`config.mk`:
```
export PLATFORM = sky130hd
export DESIGN_NAME = alt_trigin_timer_flat
export DESIGN_NICKNAME = d
export VERILOG_FILES = /design/src/rtl/alt_trigin_timer_if.sv /design/src/rtl/alt_trigin_timer.sv /design/src/flat_wrapper.sv
export SDC_FILE = /design/constraint.sdc
export NUM_CORES = 1
export LEC_CHECK = 0
export ABC_AREA = 1
export ABC_CLOCK_PERIOD_IN_PS = 1800
export CAP_MARGIN = 20
export CORE_ASPECT_RATIO = 2
export CORE_MARGIN = 3
export CORE_UTILIZATION = 40
export CTS_BUF_LIST = sky130_fd_sc_hd__clkbuf_4 sky130_fd_sc_hd__clkbuf_8
export DETAILED_ROUTE_END_ITERATION = 12
export GPL_TIMING_DRIVEN = 1
export MAX_ROUTING_LAYER = met4
export PLACE_DENSITY = 0.72
export SLEW_MARGIN = 0
export SYNTH_ARGS = -nofsm -noshare
export SYNTH_HDL_FRONTEND = slang
export SYNTH_SLANG_ARGS = --single-unit
export TNS_END_PERCENT = 5
```
`constraint.sdc`:
```
create_clock -name clk_i -period 1.8 [get_ports clk_i]
set_input_delay 0.54 -clock clk_i [delete_from_list [all_inputs] [get_ports clk_i]]
set_output_delay 0.54 -clock clk_i [all_outputs]
set_load 0.05 [all_outputs]
```
`src/rtl/alt_trigin_timer_if.sv`:
```
// rtl/alt_trigin_timer_if.sv - register, timetag and trigger signals of the alternate trigger timer
interface alt_trigin_timer_if;
    // ctrl register: software enable value and its one-cycle write strobe
    logic        ctrl_enable_i;
    logic        ctrl_wr_i;
    logic        ctrl_enable_o;
    // programmed trigger time and its readback shadow
    logic [63:0] tgt_seconds_i;
    logic [31:0] tgt_cycles_i;
    logic [63:0] seconds_o;
    logic [31:0] cycles_o;
    // White Rabbit timetag
    logic [63:0] tm_seconds_i;
    logic [31:0] tm_cycles_i;
    logic        tm_valid_i;
    // trigger output and status
    logic        trig_p_o;
    logic        late_o;
    logic [31:0] trig_count_o;

    // register bank / timing core side
    modport master (
        output ctrl_enable_i, ctrl_wr_i, tgt_seconds_i, tgt_cycles_i,
        output tm_seconds_i, tm_cycles_i, tm_valid_i,
        input  ctrl_enable_o, seconds_o, cycles_o, trig_p_o, late_o, trig_count_o
    );

    // timer side
    modport slave (
        input  ctrl_enable_i, ctrl_wr_i, tgt_seconds_i, tgt_cycles_i,
        input  tm_seconds_i, tm_cycles_i, tm_valid_i,
        output ctrl_enable_o, seconds_o, cycles_o, trig_p_o, late_o, trig_count_o
    );
endinterface

```
`src/rtl/alt_trigin_timer.sv`:
```
// rtl/alt_trigin_timer.sv - time-based trigger generator for the FMC ADC alternate trigger input
module alt_trigin_timer #(
    parameter int unsigned g_CYCLES_MAX = 125000000
) (
    input  logic               clk_i,
    input  logic               rst_i,
    alt_trigin_timer_if.slave  bus
);

    // armed flag, target shadow and status
    logic        armed_q,  armed_d;
    logic [63:0] sec_q,    sec_d;
    logic [31:0] cyc_q,    cyc_d;
    logic        late_q,   late_d;
    logic        trig_q,   trig_d;
    logic [31:0] count_q,  count_d;

    // stage 1 of the compare pipeline
    logic        v1_q,  v1_d;
    logic        sgt_q, sgt_d;
    logic        seq_q, seq_d;
    logic        cge_q, cge_d;
    logic        ceq_q, ceq_d;

    // stage 2 result and the fire decision
    logic        hit;
    logic        fire;

    // Stage 1: compare the timetag against the shadow only. A ctrl write
    // invalidates the slot so a re-arm is never judged against the old target.
    always_comb begin
        v1_d  = armed_q & bus.tm_valid_i & ~bus.ctrl_wr_i;
        sgt_d = bus.tm_seconds_i >  sec_q;
        seq_d = bus.tm_seconds_i == sec_q;
        cge_d = bus.tm_cycles_i  >= cyc_q;
        ceq_d = bus.tm_cycles_i  == cyc_q;
    end

    // Stage 2 plus arm/disarm/fire control; a ctrl write always beats a hit,
    // and gating on the live armed flag drops stale hits after a disarm.
    always_comb begin
        armed_d = armed_q;
        sec_d   = sec_q;
        cyc_d   = cyc_q;
        late_d  = late_q;
        count_d = count_q;
        trig_d  = 1'b0;

        hit  = v1_q & (sgt_q | (seq_q & cge_q));
        fire = hit & armed_q & ~bus.ctrl_wr_i;

        if (bus.ctrl_wr_i) begin
            armed_d = bus.ctrl_enable_i;
            if (bus.ctrl_enable_i) begin
                sec_d  = bus.tgt_seconds_i;
                cyc_d  = bus.tgt_cycles_i;
                late_d = 1'b0;
            end
        end else if (fire) begin
            trig_d  = 1'b1;
            armed_d = 1'b0;
            count_d = count_q + 32'd1;
            late_d  = ~(seq_q & ceq_q);
        end
    end

    // State registers with synchronous reset; reset also flushes the pipeline
    always_ff @(posedge clk_i) begin
        if (rst_i) begin
            armed_q <= 1'b0;
            sec_q   <= '0;
            cyc_q   <= '0;
            late_q  <= 1'b0;
            trig_q  <= 1'b0;
            count_q <= '0;
            v1_q    <= 1'b0;
            sgt_q   <= 1'b0;
            seq_q   <= 1'b0;
            cge_q   <= 1'b0;
            ceq_q   <= 1'b0;
        end else begin
            armed_q <= armed_d;
            sec_q   <= sec_d;
            cyc_q   <= cyc_d;
            late_q  <= late_d;
            trig_q  <= trig_d;
            count_q <= count_d;
            v1_q    <= v1_d;
            sgt_q   <= sgt_d;
            seq_q   <= seq_d;
            cge_q   <= cge_d;
            ceq_q   <= ceq_d;
        end
    end

    assign bus.ctrl_enable_o = armed_q;
    assign bus.seconds_o     = sec_q;
    assign bus.cycles_o      = cyc_q;
    assign bus.trig_p_o      = trig_q;
    assign bus.late_o        = late_q;
    assign bus.trig_count_o  = count_q;

    // A locked timetag never reports a cycles value outside the second
    a_cycles_range: assert property (@(posedge clk_i) disable iff (rst_i)
        bus.tm_valid_i |-> (bus.tm_cycles_i < g_CYCLES_MAX));

endmodule

```
`src/flat_wrapper.sv`:
```
// flat-port wrapper written by rule: the top's interface ports become plain ports
module alt_trigin_timer_flat 
#(
    parameter int unsigned g_CYCLES_MAX = 125000000
)
  (clk_i, rst_i, bus_ctrl_enable_i, bus_ctrl_wr_i, bus_tgt_seconds_i, bus_tgt_cycles_i, bus_tm_seconds_i, bus_tm_cycles_i, bus_tm_valid_i, bus_ctrl_enable_o, bus_seconds_o, bus_cycles_o, bus_trig_p_o, bus_late_o, bus_trig_count_o);
  alt_trigin_timer_if bus_i ();
  input  logic clk_i;
  input  logic rst_i;
  input wire logic [$bits(bus_i.ctrl_enable_i)-1:0] bus_ctrl_enable_i;
  input wire logic [$bits(bus_i.ctrl_wr_i)-1:0] bus_ctrl_wr_i;
  input wire logic [$bits(bus_i.tgt_seconds_i)-1:0] bus_tgt_seconds_i;
  input wire logic [$bits(bus_i.tgt_cycles_i)-1:0] bus_tgt_cycles_i;
  input wire logic [$bits(bus_i.tm_seconds_i)-1:0] bus_tm_seconds_i;
  input wire logic [$bits(bus_i.tm_cycles_i)-1:0] bus_tm_cycles_i;
  input wire logic [$bits(bus_i.tm_valid_i)-1:0] bus_tm_valid_i;
  output wire logic [$bits(bus_i.ctrl_enable_o)-1:0] bus_ctrl_enable_o;
  output wire logic [$bits(bus_i.seconds_o)-1:0] bus_seconds_o;
  output wire logic [$bits(bus_i.cycles_o)-1:0] bus_cycles_o;
  output wire logic [$bits(bus_i.trig_p_o)-1:0] bus_trig_p_o;
  output wire logic [$bits(bus_i.late_o)-1:0] bus_late_o;
  output wire logic [$bits(bus_i.trig_count_o)-1:0] bus_trig_count_o;
  assign bus_i.ctrl_enable_i = bus_ctrl_enable_i;
  assign bus_i.ctrl_wr_i = bus_ctrl_wr_i;
  assign bus_i.tgt_seconds_i = bus_tgt_seconds_i;
  assign bus_i.tgt_cycles_i = bus_tgt_cycles_i;
  assign bus_i.tm_seconds_i = bus_tm_seconds_i;
  assign bus_i.tm_cycles_i = bus_tm_cycles_i;
  assign bus_i.tm_valid_i = bus_tm_valid_i;
  assign bus_ctrl_enable_o = bus_i.ctrl_enable_o;
  assign bus_seconds_o = bus_i.seconds_o;
  assign bus_cycles_o = bus_i.cycles_o;
  assign bus_trig_p_o = bus_i.trig_p_o;
  assign bus_late_o = bus_i.late_o;
  assign bus_trig_count_o = bus_i.trig_count_o;
  alt_trigin_timer #(.g_CYCLES_MAX(g_CYCLES_MAX)) u_core (.clk_i(clk_i), .rst_i(rst_i), .bus(bus_i));
endmodule
```
==> results of run 1 <==
==> area by class of cell <==
type	instances	area [µm²]
repair buffers	383	4050
diodes	4	10.0
inverters	154	579
clock inverters	12	101
clock buffers	20	275
well taps	255	319
fillers	1684	6460
multi-input cells	735	4300
flip-flops and latches	136	2740
==> metal layers <==
metal	global-route usage (%)	routed length, µm	vias up
met3	4.25	1170	49
li1	-	-	4239
met4	12.0	1010	0
met5	-	0	-
met1	24.2	9230	3725
met2	48.9	14900	256
==> sequential cells by signal, summed over array words and instances (netlist names) <==
| signal | cells |
|---|---|
| u_core.cge_q | 1 |
| u_core.bus.ctrl_enable_o | 1 |
| u_core.bus.seconds_o | 64 |
| u_core.bus.cycles_o | 32 |
| u_core.bus.late_o | 1 |
| u_core.seq_q | 1 |
| u_core.bus.trig_count_o | 32 |
| u_core.sgt_q | 1 |
| u_core.ceq_q | 1 |
| u_core.v1_q | 1 |
| u_core.bus.trig_p_o | 1 |
==> repair_timing <==
| item | 4_1_cts | 5_1_grt |
|---|---|---|
| gates cloned | 0 | 0 |
| resized for setup | 6 | 11 |
| pin swaps | 1 | 3 |
| endpoints found under the setup margin | 2 | 14 |
==> power groups by stage <==
stage                     Clock [µW]  Sequential, µW  Combinational (µW)
after floorplan                    0            3800                 726
after CTS                       2520            3250                2270
final                           2470            3250                2270
after global placement             0            3310                2220
after detailed placement           0            3320                2260
after global routing            2640            3270                2480
==> tightest hold or removal path: stages, from the launching register on <==
cell	delay (ns)
dfxtp_1	0.32
nand2_1	0.06
a21oi_1	0.05
==> cells in the mapped netlist, drive strengths merged <==
master | n | share of area, %
nand2 | 205 | 10
a21oi | 157 | 10
inv | 152 | 7.4
dfxtp | 136 | 35
o21ai | 114 | 7.4
ha | 97 | 16
nor2 | 84 | 4.7
clkbuf | 32 | 1.6
nand4 | 20 | 1.6
nor3 | 18 | 1.2
nand3 | 16 | 1.2
buf | 6 | 0.46
nand3b | 6 | 0.59
a21o | 3 | 0.29
o21a | 3 | 0.29
xor2 | 3 | 0.34
and3 | 2 | 0.16
clkinv | 2 | 0.11
nor3b | 2 | 0.20
o21bai | 2 | 0.20
a211oi | 1 | 0.098
a31oi | 1 | 0.082
nor4 | 1 | 0.082
==> metrics by stage <==
stage / total power (µW) / cells / worst slack, ns / hold slack, ns
6_report: 7990 / 1699 / 0.0408 / 0.472
5_1_grt: 8390 / 1698 / -0.0869 / 0.492
4_1_cts: 8050 / 1695 / 0.0140 / 0.477
3_5_place_dp: 5570 / 1663 / -0.651 / 0.464
3_3_place_gp: 5530 / 1663 / -0.626 / 0.454
2_1_floorplan: 4530 / 1063 / -0.0129 / 0.514
==> cells by family after synthesis <==
group | Yosys count
AOI/OAI and AO/OA | 281
adders and majority gates | 97
xor gates and xnor gates | 3
DFF | 136
buffers and inverters | 192
and+or+nand+nor | 354
==> worst paths after layout <==
check,start,depth (start not counted),endpoint,slack [ns]
setup / recovery,bus_tm_seconds_i[15],9,u_core.sgt_q,0.04
setup reg to reg,u_core.bus.seconds_o[55],9,u_core.sgt_q,0.11
hold / removal,u_core.bus.late_o,2,u_core.bus.late_o,0.47
hold reg to reg,u_core.bus.late_o,2,u_core.bus.late_o,0.47
==> report_table.html, run 1 <==
<table>
<tr><th>Metric</th><th>Value</th></tr>
<tr><th colspan="2">Outcome</th></tr>
<tr><td>Status</td><td>completed</td></tr>
<tr><th colspan="2">Worst setup path</th></tr>
<tr><td>Buf+Inv Stages, Crit Path</td><td>1</td></tr>
<tr><td>Sort of element at the start of the critical path</td><td>input pin</td></tr>
<tr><td>Most frequent cell on the critical path</td><td>nor2_2</td></tr>
<tr><td>Crit path capture type</td><td>register</td></tr>
<tr><td>CP arrival</td><td>about 2.1 ns</td></tr>
<tr><td>Maximum cell stage delay along the critical path</td><td>0.41 ns</td></tr>
<tr><td>Critical path start-end classification</td><td>input pin to register</td></tr>
<tr><td>Cell family contributing the most delay on the critical path</td><td>simple AND/OR/NAND/NOR gates</td></tr>
<tr><td>CP Cell Sequence</td><td>clkdlybuf4s50_1 -&gt; ha_1 -&gt; nand2_1 -&gt; nor2_2 -&gt; nand4_1 -&gt; nor2_2 -&gt; nand3_2 -&gt; o21ai_1 -&gt; a21oi_2</td></tr>
<tr><td>Largest fanout of any net on the critical path</td><td>2</td></tr>
<tr><td>Cell at the slowest stage of the critical path</td><td>clkdlybuf4s50_1</td></tr>
<tr><td>Worst path required time</td><td>2.14 ns</td></tr>
<tr><th colspan="2">Clock network</th></tr>
<tr><td>Clock H-tree levels</td><td>4</td></tr>
<tr><td>Clock latency reported for the late side of the worst-skew pair</td><td>0.45 ns</td></tr>
<tr><td>Count of hold buffers inserted by post-cts repair</td><td>0</td></tr>
<tr><td>Clock-pin slew on the worst setup and hold paths</td><td>0.08 ns</td></tr>
<tr><td>Clock tree from TritonCTS</td><td>built</td></tr>
<tr><td>Number of buffers added by the clock tree synthesis step</td><td>17</td></tr>
<tr><td>Root Buffer</td><td>clkbuf_8</td></tr>
<tr><td>Buffer levels on the longest clock path</td><td>2</td></tr>
<tr><td>Clock tree sinks</td><td>roughly 140</td></tr>
<tr><td>Buffer count from post-CTS setup fixing</td><td>0</td></tr>
<tr><th colspan="2">Routing</th></tr>
<tr><td>Antenna-violating nets left</td><td>0</td></tr>
<tr><td>Number of DRC violations after detailed-routing iteration 0</td><td>~270</td></tr>
<tr><td>First-pass detailed-route iteration total</td><td>4</td></tr>
<tr><td>Number of remaining DRC errors</td><td>0</td></tr>
<tr><td>Post-DR wirelength/cell</td><td>~15 µm</td></tr>
<tr><td>Avg Vias per Cell</td><td>4.87</td></tr>
<tr><td>Vias</td><td>8,269</td></tr>
<tr><td>Wirelength, routed</td><td>26,300 µm</td></tr>
<tr><th colspan="2">Power and ir drop</th></tr>
<tr><td>Power spent charging and discharging nets</td><td>approximately 2600 µW</td></tr>
<tr><td>Proportion of power drawn by the clock network</td><td>30.9%</td></tr>
<tr><td>Switching share of total power</td><td>32.8%</td></tr>
<tr><td>Share of power burned in combinational logic</td><td>28.4%</td></tr>
<tr><td>P_int</td><td>5370 µW</td></tr>
<tr><td>Leak pwr</td><td>0.00534 µW</td></tr>
<tr><td>Pwr Density</td><td>646 nW/µm²</td></tr>
<tr><td>Proportion of power drawn by flip-flops and latches</td><td>40.6%</td></tr>
<tr><td>Worst ir drop on vdd</td><td>0.417 mV</td></tr>
<tr><th colspan="2">Floorplanning</th></tr>
<tr><td>I/O pin count</td><td>around 330</td></tr>
<tr><td>Full die area</td><td>21,000 µm²</td></tr>
<tr><td>Initial Utilization</td><td>about two fifths</td></tr>
<tr><td>Die boundary width</td><td>104 µm</td></tr>
<tr><td>Standard cell core area</td><td>roughly 19,000 µm²</td></tr>
<tr><td>Number of placement rows</td><td>between 70 and 80</td></tr>
<tr><td>Height of the die</td><td>202 µm</td></tr>
<tr><th colspan="2">Cells and area</th></tr>
<tr><td>Synth-to-layout area growth</td><td>61.2%</td></tr>
<tr><td>Commonest cells after routing, fill and taps aside</td><td>clkdlybuf4s50_1 (196), nand2_1 (195), a21oi_1 (156)</td></tr>
<tr><td>Util after Layout</td><td>65.7%</td></tr>
<tr><td>Cell area after layout</td><td>approximately 12,000 µm²</td></tr>
<tr><td>Total Nets Final</td><td>1,721</td></tr>
<tr><td>Commonest non-fill, non-tap cell in the layout</td><td>clkdlybuf4s50_1</td></tr>
<tr><td>Share of final-layout standard cells stronger than drive strength 1</td><td>approximately a fifth</td></tr>
<tr><th colspan="2">Yosys</th></tr>
<tr><td>Syn Inst Count</td><td>1,063</td></tr>
<tr><td>Area of the mapped netlist</td><td>7680 µm²</td></tr>
<tr><td>Dominant combinational cell family by area after synthesis</td><td>simple AND/OR/NAND/NOR gates</td></tr>
<tr><td>Synthesized flop and latch total</td><td>136</td></tr>
<tr><td>Synthesized Nets</td><td>1,357</td></tr>
<tr><td>Fraction of synthesized area in multiplexers</td><td>0%</td></tr>
<tr><td>Share of synthesized cell area in full adder, half adder and majority cells</td><td>15.8%</td></tr>
<tr><td>Mean Syn Cell Area</td><td>7.22 µm²</td></tr>
<tr><td>Synthesized-area fraction occupied by ao, oa, aoi and oai cells</td><td>roughly a fifth</td></tr>
<tr><td>Post-Synth XOR/XNOR Area</td><td>0.342%</td></tr>
<tr><td>Share of the yosys chip area belonging to registers</td><td>35.5%</td></tr>
<tr><td>Synth Area in Simple Gates</td><td>approximately a fifth</td></tr>
<tr><td>Post-synthesis cell type count</td><td>33</td></tr>
<tr><td>Synth warn</td><td>0</td></tr>
<tr><th colspan="2">Placed design</th></tr>
<tr><td>Final estimated routing congestion in global placement</td><td>roughly 0.9</td></tr>
<tr><td>Post-DP HPWL</td><td>about 22,000 µm</td></tr>
<tr><td>Number of buffers added on ports</td><td>327</td></tr>
<tr><td>Placed cell area</td><td>11,900 µm²</td></tr>
<tr><th colspan="2">Timing</th></tr>
<tr><td>Final hold viol count</td><td>0</td></tr>
<tr><td>Transition at the pin with the smallest max-transition slack</td><td>0.324 ns</td></tr>
<tr><td>Final min period</td><td>roughly 1.8 ns</td></tr>
<tr><td>Achievable clock frequency</td><td>between 500 and 600 MHz</td></tr>
<tr><td>Headroom to the max-slew limit</td><td>78.4%</td></tr>
<tr><td>Setup violations, final</td><td>0</td></tr>
<tr><td>Worst clock skew</td><td>0.0139 ns</td></tr>
<tr><td>Final worst-path cycle share</td><td>between 90% and 100%</td></tr>
<tr><td>Final count of pins violating max slew</td><td>0</td></tr>
<tr><td>Setup TNS Final</td><td>0 ns</td></tr>
<tr><td>Setup repair after global routing missed its margin</td><td>yes</td></tr>
<tr><th colspan="2">Global route</th></tr>
<tr><td>Gr ovfl total</td><td>0</td></tr>
<tr><td>Maximum number of pins on one net before global-route repair</td><td>62</td></tr>
<tr><td>Global-route wire length before repair</td><td>41,100 µm</td></tr>
<tr><td>GRT Overall Usage</td><td>25.4%</td></tr>
<tr><td>Via count of the first global-routing pass</td><td>8,414</td></tr>
<tr><td>Number of antenna violations at the first check in global routing</td><td>3</td></tr>
<tr><th colspan="2">Min path</th></tr>
<tr><td>Worst min path class</td><td>register to register</td></tr>
<tr><th colspan="2">Flow run</th></tr>
<tr><td>Count of maximum capacitance violations</td><td>0</td></tr>
</table>
Note: power is estimated with default switching activity, not from simulation.
==> run 2, diff against run 1 <==
Settings changed: ABC_AREA 1 to 0, ABC_CLOCK_PERIOD_IN_PS 1800 to 2200, CORE_UTILIZATION 40 to 30, PLACE_DENSITY 0.72 to 0.57.
Clock period 1.8 ns to 2.2 ns, I/O delays scaled along.
==> report_table.html, run 2 <==
<table>
<tr><th>Metric</th><th>Value</th></tr>
<tr><th colspan="2">Outcome</th></tr>
<tr><td>Status</td><td>completed (unchanged)</td></tr>
<tr><th colspan="2">Timing</th></tr>
<tr><td>Worst clock skew</td><td>0.0113 ns (was 0.0139 ns)</td></tr>
<tr><td>Setup repair after global routing missed its margin</td><td>yes (unchanged)</td></tr>
<tr><td>Headroom to the max-slew limit</td><td>54.6% (was 78.4%)</td></tr>
<tr><td>Final count of pins violating max slew</td><td>0 (unchanged)</td></tr>
<tr><td>Setup TNS Final</td><td>0 ns (unchanged)</td></tr>
<tr><td>Achievable clock frequency</td><td>459 MHz</td></tr>
<tr><td>Setup violations, final</td><td>0 (unchanged)</td></tr>
<tr><td>Final worst-path cycle share</td><td>between 90% and 100%</td></tr>
<tr><td>Transition at the pin with the smallest max-transition slack</td><td>0.681 ns (was 0.324 ns)</td></tr>
<tr><td>Final min period</td><td>2.18 ns</td></tr>
<tr><td>Final hold viol count</td><td>0 (unchanged)</td></tr>
<tr><th colspan="2">Routing</th></tr>
<tr><td>Number of remaining DRC errors</td><td>0 (unchanged)</td></tr>
<tr><td>Uppermost routed layer</td><td>met4 (unchanged)</td></tr>
<tr><td>Metal3 WL</td><td>1240 µm (was 1170 µm)</td></tr>
<tr><td>Post-DR wirelength/cell</td><td>17.3 µm (was 15.5 µm)</td></tr>
<tr><td>Vias</td><td>7,502 (was 8,269)</td></tr>
<tr><td>First-pass detailed-route iteration total</td><td>4 (unchanged)</td></tr>
<tr><td>Post-route met1 wirelength</td><td>9450 µm (was 9230 µm)</td></tr>
<tr><td>Number of DRC violations after detailed-routing iteration 0</td><td>271 (was 266)</td></tr>
<tr><td>Antenna-violating nets left</td><td>0 (unchanged)</td></tr>
<tr><td>Avg Vias per Cell</td><td>4.73 (was 4.87)</td></tr>
<tr><td>Wirelength, routed</td><td>27,400 µm (was 26,300 µm)</td></tr>
<tr><td>Met2 wire length</td><td>15,900 µm (was 14,900 µm)</td></tr>
<tr><th colspan="2">Worst setup path</th></tr>
<tr><td>Critical path start-end classification</td><td>input pin to register (unchanged)</td></tr>
<tr><td>Cell at the slowest stage of the critical path</td><td>or3_1 (was clkdlybuf4s50_1)</td></tr>
<tr><td>Largest fanout of any net on the critical path</td><td>3 (was 2)</td></tr>
<tr><td>Sort of element at the start of the critical path</td><td>input pin (unchanged)</td></tr>
<tr><td>Crit path capture type</td><td>register (unchanged)</td></tr>
<tr><td>CP Cell Sequence</td><td>clkdlybuf4s50_1 -&gt; ha_1 -&gt; nand4_1 -&gt; or3_1 -&gt; or3_1 -&gt; o311ai_1 (was clkdlybuf4s50_1 -&gt; ha_1 -&gt; nand2_1 -&gt; nor2_2 -&gt; nand4_1 -&gt; nor2_2 -&gt; nand3_2 -&gt; o21ai_1 -&gt; a21oi_2)</td></tr>
<tr><td>CP arrival</td><td>2.58 ns (was 2.10 ns)</td></tr>
<tr><td>Worst path required time</td><td>2.61 ns (was 2.14 ns)</td></tr>
<tr><td>Maximum cell stage delay along the critical path</td><td>0.43 ns (was 0.41 ns)</td></tr>
<tr><td>Most frequent cell on the critical path</td><td>or3_1 (was nor2_2)</td></tr>
<tr><th colspan="2">Floorplanning</th></tr>
<tr><td>Full die area</td><td>26,600 µm² (was 21,000 µm²)</td></tr>
<tr><td>Initial Utilization</td><td>30.6% (was 40.8%)</td></tr>
<tr><td>I/O pin count</td><td>328 (unchanged)</td></tr>
<tr><td>Height of the die</td><td>228 µm (was 202 µm)</td></tr>
<tr><td>Number of placement rows</td><td>80 (was 71)</td></tr>
<tr><td>Die boundary width</td><td>117 µm (was 104 µm)</td></tr>
<tr><td>Standard cell core area</td><td>24,000 µm² (was 18,800 µm²)</td></tr>
<tr><th colspan="2">Power and ir drop</th></tr>
<tr><td>Worst ir drop on vdd</td><td>0.372 mV (was 0.417 mV)</td></tr>
<tr><td>Total power</td><td>6360 µW (was 7990 µW)</td></tr>
<tr><td>Leak pwr</td><td>0.00486 µW (was 0.00534 µW)</td></tr>
<tr><td>Pwr Density</td><td>551 nW/µm² (was 646 nW/µm²)</td></tr>
<tr><th colspan="2">Yosys</th></tr>
<tr><td>Syn Inst Count</td><td>936 (was 1,063)</td></tr>
<tr><td>Area fraction of the dominant cell type after synthesis</td><td>37.0% (was 35.5%)</td></tr>
<tr><td>Synthesized flop and latch total</td><td>136 (unchanged)</td></tr>
<tr><td>Post-synthesis cell type count</td><td>50 (was 33)</td></tr>
<tr><td>Area of the mapped netlist</td><td>7360 µm² (was 7680 µm²)</td></tr>
<tr><td>Share of the yosys chip area belonging to registers</td><td>37.0% (was 35.5%)</td></tr>
<tr><td>Library cell with the largest summed area after synthesis</td><td>dfxtp_1 (unchanged)</td></tr>
<tr><td>Main area contributors after synthesis</td><td>dfxtp_1 (37%), ha_1 (16%), nand2_1 (11%), a21oi_1 (9.1%), inv_1 (5.2%) (was dfxtp_1 (35%), ha_1 (16%), a21oi_1 (10%), nand2_1 (9.6%), o21ai_0 (7.4%))</td></tr>
<tr><td>Synth warn</td><td>0 (unchanged)</td></tr>
<tr><td>EDFF count, synth</td><td>0 (unchanged)</td></tr>
<tr><td>Commonest cells in the netlist</td><td>nand2_1 (222), dfxtp_1 (136), a21oi_1 (134), inv_1 (102), ha_1 (97) (was nand2_1 (197), a21oi_1 (157), inv_1 (149), dfxtp_1 (136), o21ai_0 (114))</td></tr>
<tr><td>Synthesized Nets</td><td>1,230 (was 1,357)</td></tr>
<tr><td>Most used DFF post-synth</td><td>dfxtp_1 (unchanged)</td></tr>
<tr><td>Count leader, synth</td><td>nand2_1 (unchanged)</td></tr>
<tr><td>Mean Syn Cell Area</td><td>7.86 µm² (was 7.22 µm²)</td></tr>
<tr><td>Share of synthesized flip-flops with an asynchronous set or reset</td><td>0% (unchanged)</td></tr>
<tr><th colspan="2">Placed design</th></tr>
<tr><td>Number of buffers added on ports</td><td>327 (unchanged)</td></tr>
<tr><td>Final estimated routing congestion in global placement</td><td>0.876 (was 0.917)</td></tr>
<tr><td>Placed cell area</td><td>10,900 µm² (was 11,900 µm²)</td></tr>
<tr><td>Post-DP HPWL</td><td>21,400 µm (was 21,700 µm)</td></tr>
<tr><th colspan="2">Cells and area</th></tr>
<tr><td>Max reg flops</td><td>64 (unchanged)</td></tr>
<tr><td>Synth-to-layout area growth</td><td>56.8% (was 61.2%)</td></tr>
<tr><td>Commonest non-fill, non-tap cell in the layout</td><td>nand2_1 (was clkdlybuf4s50_1)</td></tr>
<tr><td>Share of final-layout standard cells stronger than drive strength 1</td><td>17.3% (was 18.6%)</td></tr>
<tr><td>Commonest cells after routing, fill and taps aside</td><td>nand2_1 (220), clkdlybuf4s50_1 (183), buf_4 (138) (was clkdlybuf4s50_1 (196), nand2_1 (195), a21oi_1 (156))</td></tr>
<tr><td>Total Nets Final</td><td>1,574 (was 1,721)</td></tr>
<tr><td>Cell area after layout</td><td>11,500 µm² (was 12,400 µm²)</td></tr>
<tr><th colspan="2">Global route</th></tr>
<tr><td>Number of antenna violations at the first check in global routing</td><td>4 (was 3)</td></tr>
<tr><td>Via count of the first global-routing pass</td><td>7,482 (was 8,414)</td></tr>
<tr><td>Global-route wire length before repair</td><td>40,100 µm (was 41,100 µm)</td></tr>
<tr><td>Gr ovfl total</td><td>0 (unchanged)</td></tr>
<tr><td>GRT Overall Usage</td><td>20.8% (was 25.4%)</td></tr>
<tr><td>Maximum number of pins on one net before global-route repair</td><td>136 (was 62)</td></tr>
<tr><th colspan="2">Clock network</th></tr>
<tr><td>Count of hold buffers inserted by post-cts repair</td><td>0 (unchanged)</td></tr>
<tr><td>Clock-pin slew on the worst setup and hold paths</td><td>0.08 ns (about the same)</td></tr>
<tr><td>Clock tree from TritonCTS</td><td>built (unchanged)</td></tr>
<tr><td>Clock H-tree levels</td><td>4 (unchanged)</td></tr>
<tr><td>Number of buffers added by the clock tree synthesis step</td><td>17 (unchanged)</td></tr>
<tr><td>Clock tree sinks</td><td>136 (unchanged)</td></tr>
<tr><td>Root Buffer</td><td>clkbuf_8 (unchanged)</td></tr>
<tr><td>Buffer levels on the longest clock path</td><td>2 (unchanged)</td></tr>
<tr><td>Clock latency reported for the late side of the worst-skew pair</td><td>0.50 ns (was 0.45 ns)</td></tr>
<tr><th colspan="2">Flow run</th></tr>
<tr><td>Count of maximum capacitance violations</td><td>0 (unchanged)</td></tr>
<tr><th colspan="2">Min path</th></tr>
<tr><td>Worst min path class</td><td>register to register (unchanged)</td></tr>
</table>
[run 2: logic make-up (layout without fill, tap and decap cells)]
family          count (synthesis)  in the layout  share of synthesized area (%)
simple gates                  347            347                           21.7
buf+inv                       138            495                           7.04
other cells                     0              5                              0
flops                         136            136                           37.0
xor+xnor                       27             27                           3.21
fa+ha+maj                      97             97                           16.5
mux                             1              1                          0.136
compound gates                190            190                           14.4
[run 2: what timing repair did]
item	in CTS	in global routing
setup endpoints to repair	24	4
gates resized for setup	22	41
hold endpoints to repair	0	0
gates cloned	0	0
buffers inserted	0	3
pin swaps	1	14
[run 2: report_power, final]
part	leakage, µW	total (µW)	internal [µW]	switching, µW
Sequential	0.00111	2620	2550	69.8
Clock	0.000209	2280	1200	1080
Combinational	0.00354	1460	686	773
[run 2: critical path: cells and delay by family]
kind | cells | cell delay (ns)
AND/OR/NAND/NOR | 3 | 0.95
AO/OA/AOI/OAI | 1 | 0.27
adder cells (fa/ha/maj) | 1 | 0.30
buffers and inverters | 1 | 0.41
[run 2: routing by layer]
| metal | track usage (%) | up-vias |
|---|---|---|
| met3 | 3.75 | 39 |
| met1 | 19.6 | 3422 |
| met2 | 39.4 | 212 |
| met4 | 9.63 | 0 |
| met5 | - | - |
| li1 | - | 3829 |
[run 2: metrics by stage]
step                      worst slack, ns  cells  hold slack [ns]  utilization, %
after floorplan                  -0.00538    936            0.409               -
after global placement             -0.585   1545            0.444            45.4
final                              0.0212   1585            0.450            48.0
after detailed placement           -0.645   1545            0.437            45.4
after global routing               -0.127   1585            0.477            48.0
after CTS                         -0.0765   1577            0.457            47.0
[run 2: final timing paths]
kind / from / to / slack [ns] / depth (start not counted)
setup reg to reg: u_core.bus.seconds_o[42] / u_core.sgt_q / 0.06 / 8
hold / removal: u_core.ceq_q / u_core.bus.late_o / 0.45 / 1
setup / recovery: bus_tm_cycles_i[30] / u_core.cge_q / 0.02 / 6
hold reg to reg: u_core.ceq_q / u_core.bus.late_o / 0.45 / 1
[run 2: final cells by class]
type,instances,area [µm²]
Antenna cell,5,12.5
Clock buffer,21,277
Clock inverter,11,145
Fill cell,2400,12500
Inverter,102,385
Multi-Input combinational cell,662,4300
Sequential cell,136,2740
Tap cell,287,359
Timing Repair Buffer,361,3320
==> run 3, diff against run 2 <==
Settings changed: DONT_BUFFER_PORTS set to 1, PLACE_DENSITY 0.57 to 0.4, SETUP_SLACK_MARGIN set to 0.5.
==> report_table.html, run 3 (synthesized netlist as in run 2, its figures left out) <==
<table>
<tr><th>Metric</th><th>Value</th></tr>
<tr><th colspan="2">Worst setup path</th></tr>
<tr><td>Sort of element at the start of the critical path</td><td>register (was input pin)</td></tr>
<tr><td>Largest fanout of any net on the critical path</td><td>3 (unchanged)</td></tr>
<tr><td>Critical path start-end classification</td><td>register to register (was input pin to register)</td></tr>
<tr><td>Buf+Inv Stages, Crit Path</td><td>1 (unchanged)</td></tr>
<tr><td>Cell family contributing the most delay on the critical path</td><td>simple AND/OR/NAND/NOR gates (unchanged)</td></tr>
<tr><td>Maximum cell stage delay along the critical path</td><td>0.53 ns (was 0.43 ns)</td></tr>
<tr><td>CP arrival</td><td>2.36 ns (was 2.58 ns)</td></tr>
<tr><td>Cell at the slowest stage of the critical path</td><td>or4_4 (was or3_1)</td></tr>
<tr><td>Worst path required time</td><td>2.58 ns (was 2.61 ns)</td></tr>
<tr><td>Crit path capture type</td><td>register (unchanged)</td></tr>
<tr><td>CP Cell Sequence</td><td>inv_2 -&gt; ha_4 -&gt; nand4_1 -&gt; or4_4 -&gt; nand2b_4 -&gt; a31oi_4 -&gt; a2111oi_4 -&gt; a211oi_2 (was clkdlybuf4s50_1 -&gt; ha_1 -&gt; nand4_1 -&gt; or3_1 -&gt; or3_1 -&gt; o311ai_1)</td></tr>
<tr><th colspan="2">Clock network</th></tr>
<tr><td>Count of hold buffers inserted by post-cts repair</td><td>0 (unchanged)</td></tr>
<tr><td>Buffer levels on the longest clock path</td><td>2 (unchanged)</td></tr>
<tr><td>Clock H-tree levels</td><td>4 (unchanged)</td></tr>
<tr><td>Clock tree sinks</td><td>136 (unchanged)</td></tr>
<tr><td>Clock tree from TritonCTS</td><td>built (unchanged)</td></tr>
<tr><td>Number of buffers added by the clock tree synthesis step</td><td>17 (unchanged)</td></tr>
<tr><td>Clock latency reported for the late side of the worst-skew pair</td><td>0.47 ns (was 0.50 ns)</td></tr>
<tr><td>Root Buffer</td><td>clkbuf_8 (unchanged)</td></tr>
<tr><td>Clock-pin slew on the worst setup and hold paths</td><td>0.08 ns (about the same)</td></tr>
<tr><th colspan="2">Routing</th></tr>
<tr><td>Avg Vias per Cell</td><td>4.83 (was 4.73)</td></tr>
<tr><td>Number of remaining DRC errors</td><td>0 (unchanged)</td></tr>
<tr><td>Antenna-violating nets left</td><td>0 (unchanged)</td></tr>
<tr><td>Vias</td><td>6,627 (was 7,502)</td></tr>
<tr><td>Post-DR wirelength/cell</td><td>18.2 µm (was 17.3 µm)</td></tr>
<tr><td>First-pass detailed-route iteration total</td><td>4 (unchanged)</td></tr>
<tr><td>Wirelength, routed</td><td>25,000 µm (was 27,400 µm)</td></tr>
<tr><td>Number of DRC violations after detailed-routing iteration 0</td><td>172 (was 271)</td></tr>
<tr><th colspan="2">Timing</th></tr>
<tr><td>Transition at the pin with the smallest max-transition slack</td><td>0.559 ns (was 0.681 ns)</td></tr>
<tr><td>Final worst-path cycle share</td><td>90.0% (was 99.0%)</td></tr>
<tr><td>Achievable clock frequency</td><td>505 MHz (was 459 MHz)</td></tr>
<tr><td>Final min period</td><td>1.98 ns (was 2.18 ns)</td></tr>
<tr><td>Final hold viol count</td><td>0 (unchanged)</td></tr>
<tr><td>Setup violations, final</td><td>0 (unchanged)</td></tr>
<tr><td>Worst clock skew</td><td>0.0125 ns (was 0.0113 ns)</td></tr>
<tr><td>Final count of pins violating max slew</td><td>0 (unchanged)</td></tr>
<tr><td>Setup repair after global routing missed its margin</td><td>yes (unchanged)</td></tr>
<tr><td>Headroom to the max-slew limit</td><td>62.7% (was 54.6%)</td></tr>
<tr><th colspan="2">Power and ir drop</th></tr>
<tr><td>Pwr Density</td><td>671 nW/µm² (was 551 nW/µm²)</td></tr>
<tr><td>Leak pwr</td><td>0.00402 µW (was 0.00486 µW)</td></tr>
<tr><td>Worst ir drop on vdd</td><td>0.595 mV (was 0.372 mV)</td></tr>
<tr><th colspan="2">Placed design</th></tr>
<tr><td>Final estimated routing congestion in global placement</td><td>0.812 (was 0.876)</td></tr>
<tr><td>Cell count after placement</td><td>1,328 (was 1,545)</td></tr>
<tr><td>Post-DP HPWL</td><td>19,600 µm (was 21,400 µm)</td></tr>
<tr><td>Placed cell area</td><td>8890 µm² (was 10,900 µm²)</td></tr>
<tr><td>Number of buffers added on ports</td><td>0 (was 327)</td></tr>
<tr><th colspan="2">Flow run</th></tr>
<tr><td>Count of maximum capacitance violations</td><td>0 (unchanged)</td></tr>
<tr><th colspan="2">Global route</th></tr>
<tr><td>GRT Overall Usage</td><td>19.1% (was 20.8%)</td></tr>
<tr><td>Global-route wire length before repair</td><td>36,900 µm (was 40,100 µm)</td></tr>
<tr><td>Maximum number of pins on one net before global-route repair</td><td>137 (was 136)</td></tr>
<tr><td>Via count of the first global-routing pass</td><td>6,943 (was 7,482)</td></tr>
<tr><td>Number of antenna violations at the first check in global routing</td><td>1 (was 4)</td></tr>
<tr><td>Gr ovfl total</td><td>0 (unchanged)</td></tr>
<tr><th colspan="2">Cells and area</th></tr>
<tr><td>Synth-to-layout area growth</td><td>33.5% (was 56.8%)</td></tr>
<tr><td>Commonest cells after routing, fill and taps aside</td><td>nand2_1 (219), buf_4 (147), a21oi_1 (132) (was nand2_1 (220), clkdlybuf4s50_1 (183), buf_4 (138))</td></tr>
<tr><td>Util after Layout</td><td>40.9% (was 48.0%)</td></tr>
<tr><td>Max reg flops</td><td>64 (unchanged)</td></tr>
<tr><td>Commonest non-fill, non-tap cell in the layout</td><td>nand2_1 (unchanged)</td></tr>
<tr><td>Final cell count without fillers</td><td>1,372 (was 1,585)</td></tr>
<tr><td>Share of final-layout standard cells stronger than drive strength 1</td><td>26.3% (was 17.3%)</td></tr>
<tr><td>Cell area after layout</td><td>9820 µm² (was 11,500 µm²)</td></tr>
<tr><td>Total Nets Final</td><td>1,365 (was 1,574)</td></tr>
<tr><th colspan="2">Floorplanning</th></tr>
<tr><td>Die boundary width</td><td>117 µm (unchanged)</td></tr>
<tr><td>Full die area</td><td>26,600 µm² (unchanged)</td></tr>
<tr><td>Standard cell core area</td><td>24,000 µm² (unchanged)</td></tr>
<tr><td>Height of the die</td><td>228 µm (unchanged)</td></tr>
<tr><td>I/O pin count</td><td>328 (unchanged)</td></tr>
<tr><td>Initial Utilization</td><td>30.6% (unchanged)</td></tr>
<tr><td>Number of placement rows</td><td>80 (unchanged)</td></tr>
<tr><th colspan="2">Outcome</th></tr>
<tr><td>Status</td><td>completed (unchanged)</td></tr>
<tr><th colspan="2">Min path</th></tr>
<tr><td>Worst min path class</td><td>input pin to register (was register to register)</td></tr>
</table>
[run 3: power breakdown]
part           total [µW]  internal (µW)  switching (µW)
registers            2590           2550            45.6
clock network        2900           1850            1050
logic                1100            401             697
[run 3: worst register-to-register path, stage by stage (launching register included)]
cell and delay [ns]:
dfxtp_2 0.34, inv_2 0.05, ha_4 0.26, nand4_1 0.14, or4_4 0.53, nand2b_4 0.17
a31oi_4 0.16, a2111oi_4 0.05, a211oi_2 0.19
[run 3: through the flow]
stage	worst slack [ns]	setup TNS, ns	hold WS [ns]	total power, µW
finish	0.220	0	0.257	6590
global route	0.122	0	0.205	6900
CTS	0.166	0	0.202	6700
detailed placement	-0.308	-0.492	0.480	3720
global placement	-0.261	-0.408	0.468	3710
floorplan	0.0572	0	0.409	3430
[run 3: area by class of cell]
type                            instances  area [µm²]
Antenna cell                            1        2.50
Clock buffer                           19         255
Clock inverter                         13         297
Fill cell                            2519       14200
Inverter                              102         383
Multi-Input combinational cell        662        4560
Sequential cell                       136        2770
Tap cell                              287         359
Timing Repair Buffer                  152        1200
[run 3: per-layer routing]
metal  GRT usage [%]  up-vias  wire length (µm)
met5               -        -                 0
li1                -     3404                 -
met1            16.9     3016              8310
met3            7.02       19              2040
met4            5.96        0               388
met2            36.4      188             14300
[run 3: timing repair]
action / 4_1_cts / 5_1_grt
setup buffers: 7 / 4
cloned: 0 / 0
resized for setup: 37 / 22
hold endpoints to repair: 0 / 0
endpoints found under the setup margin: 151 / 155
pin swaps: 20 / 15
[run 3: worst paths after layout]
| check | cells past startpoint | startpoint | end | slack (ns) |
|---|---|---|---|---|
| max reg2reg | 8 | u_core.bus.seconds_o[46] | u_core.sgt_q | 0.22 |
| min | 1 | rst_i | u_core.bus.seconds_o[63] | 0.26 |
| min reg2reg | 1 | u_core.seq_q | u_core.bus.late_o | 0.48 |
| max | 8 | u_core.bus.seconds_o[46] | u_core.sgt_q | 0.22 |
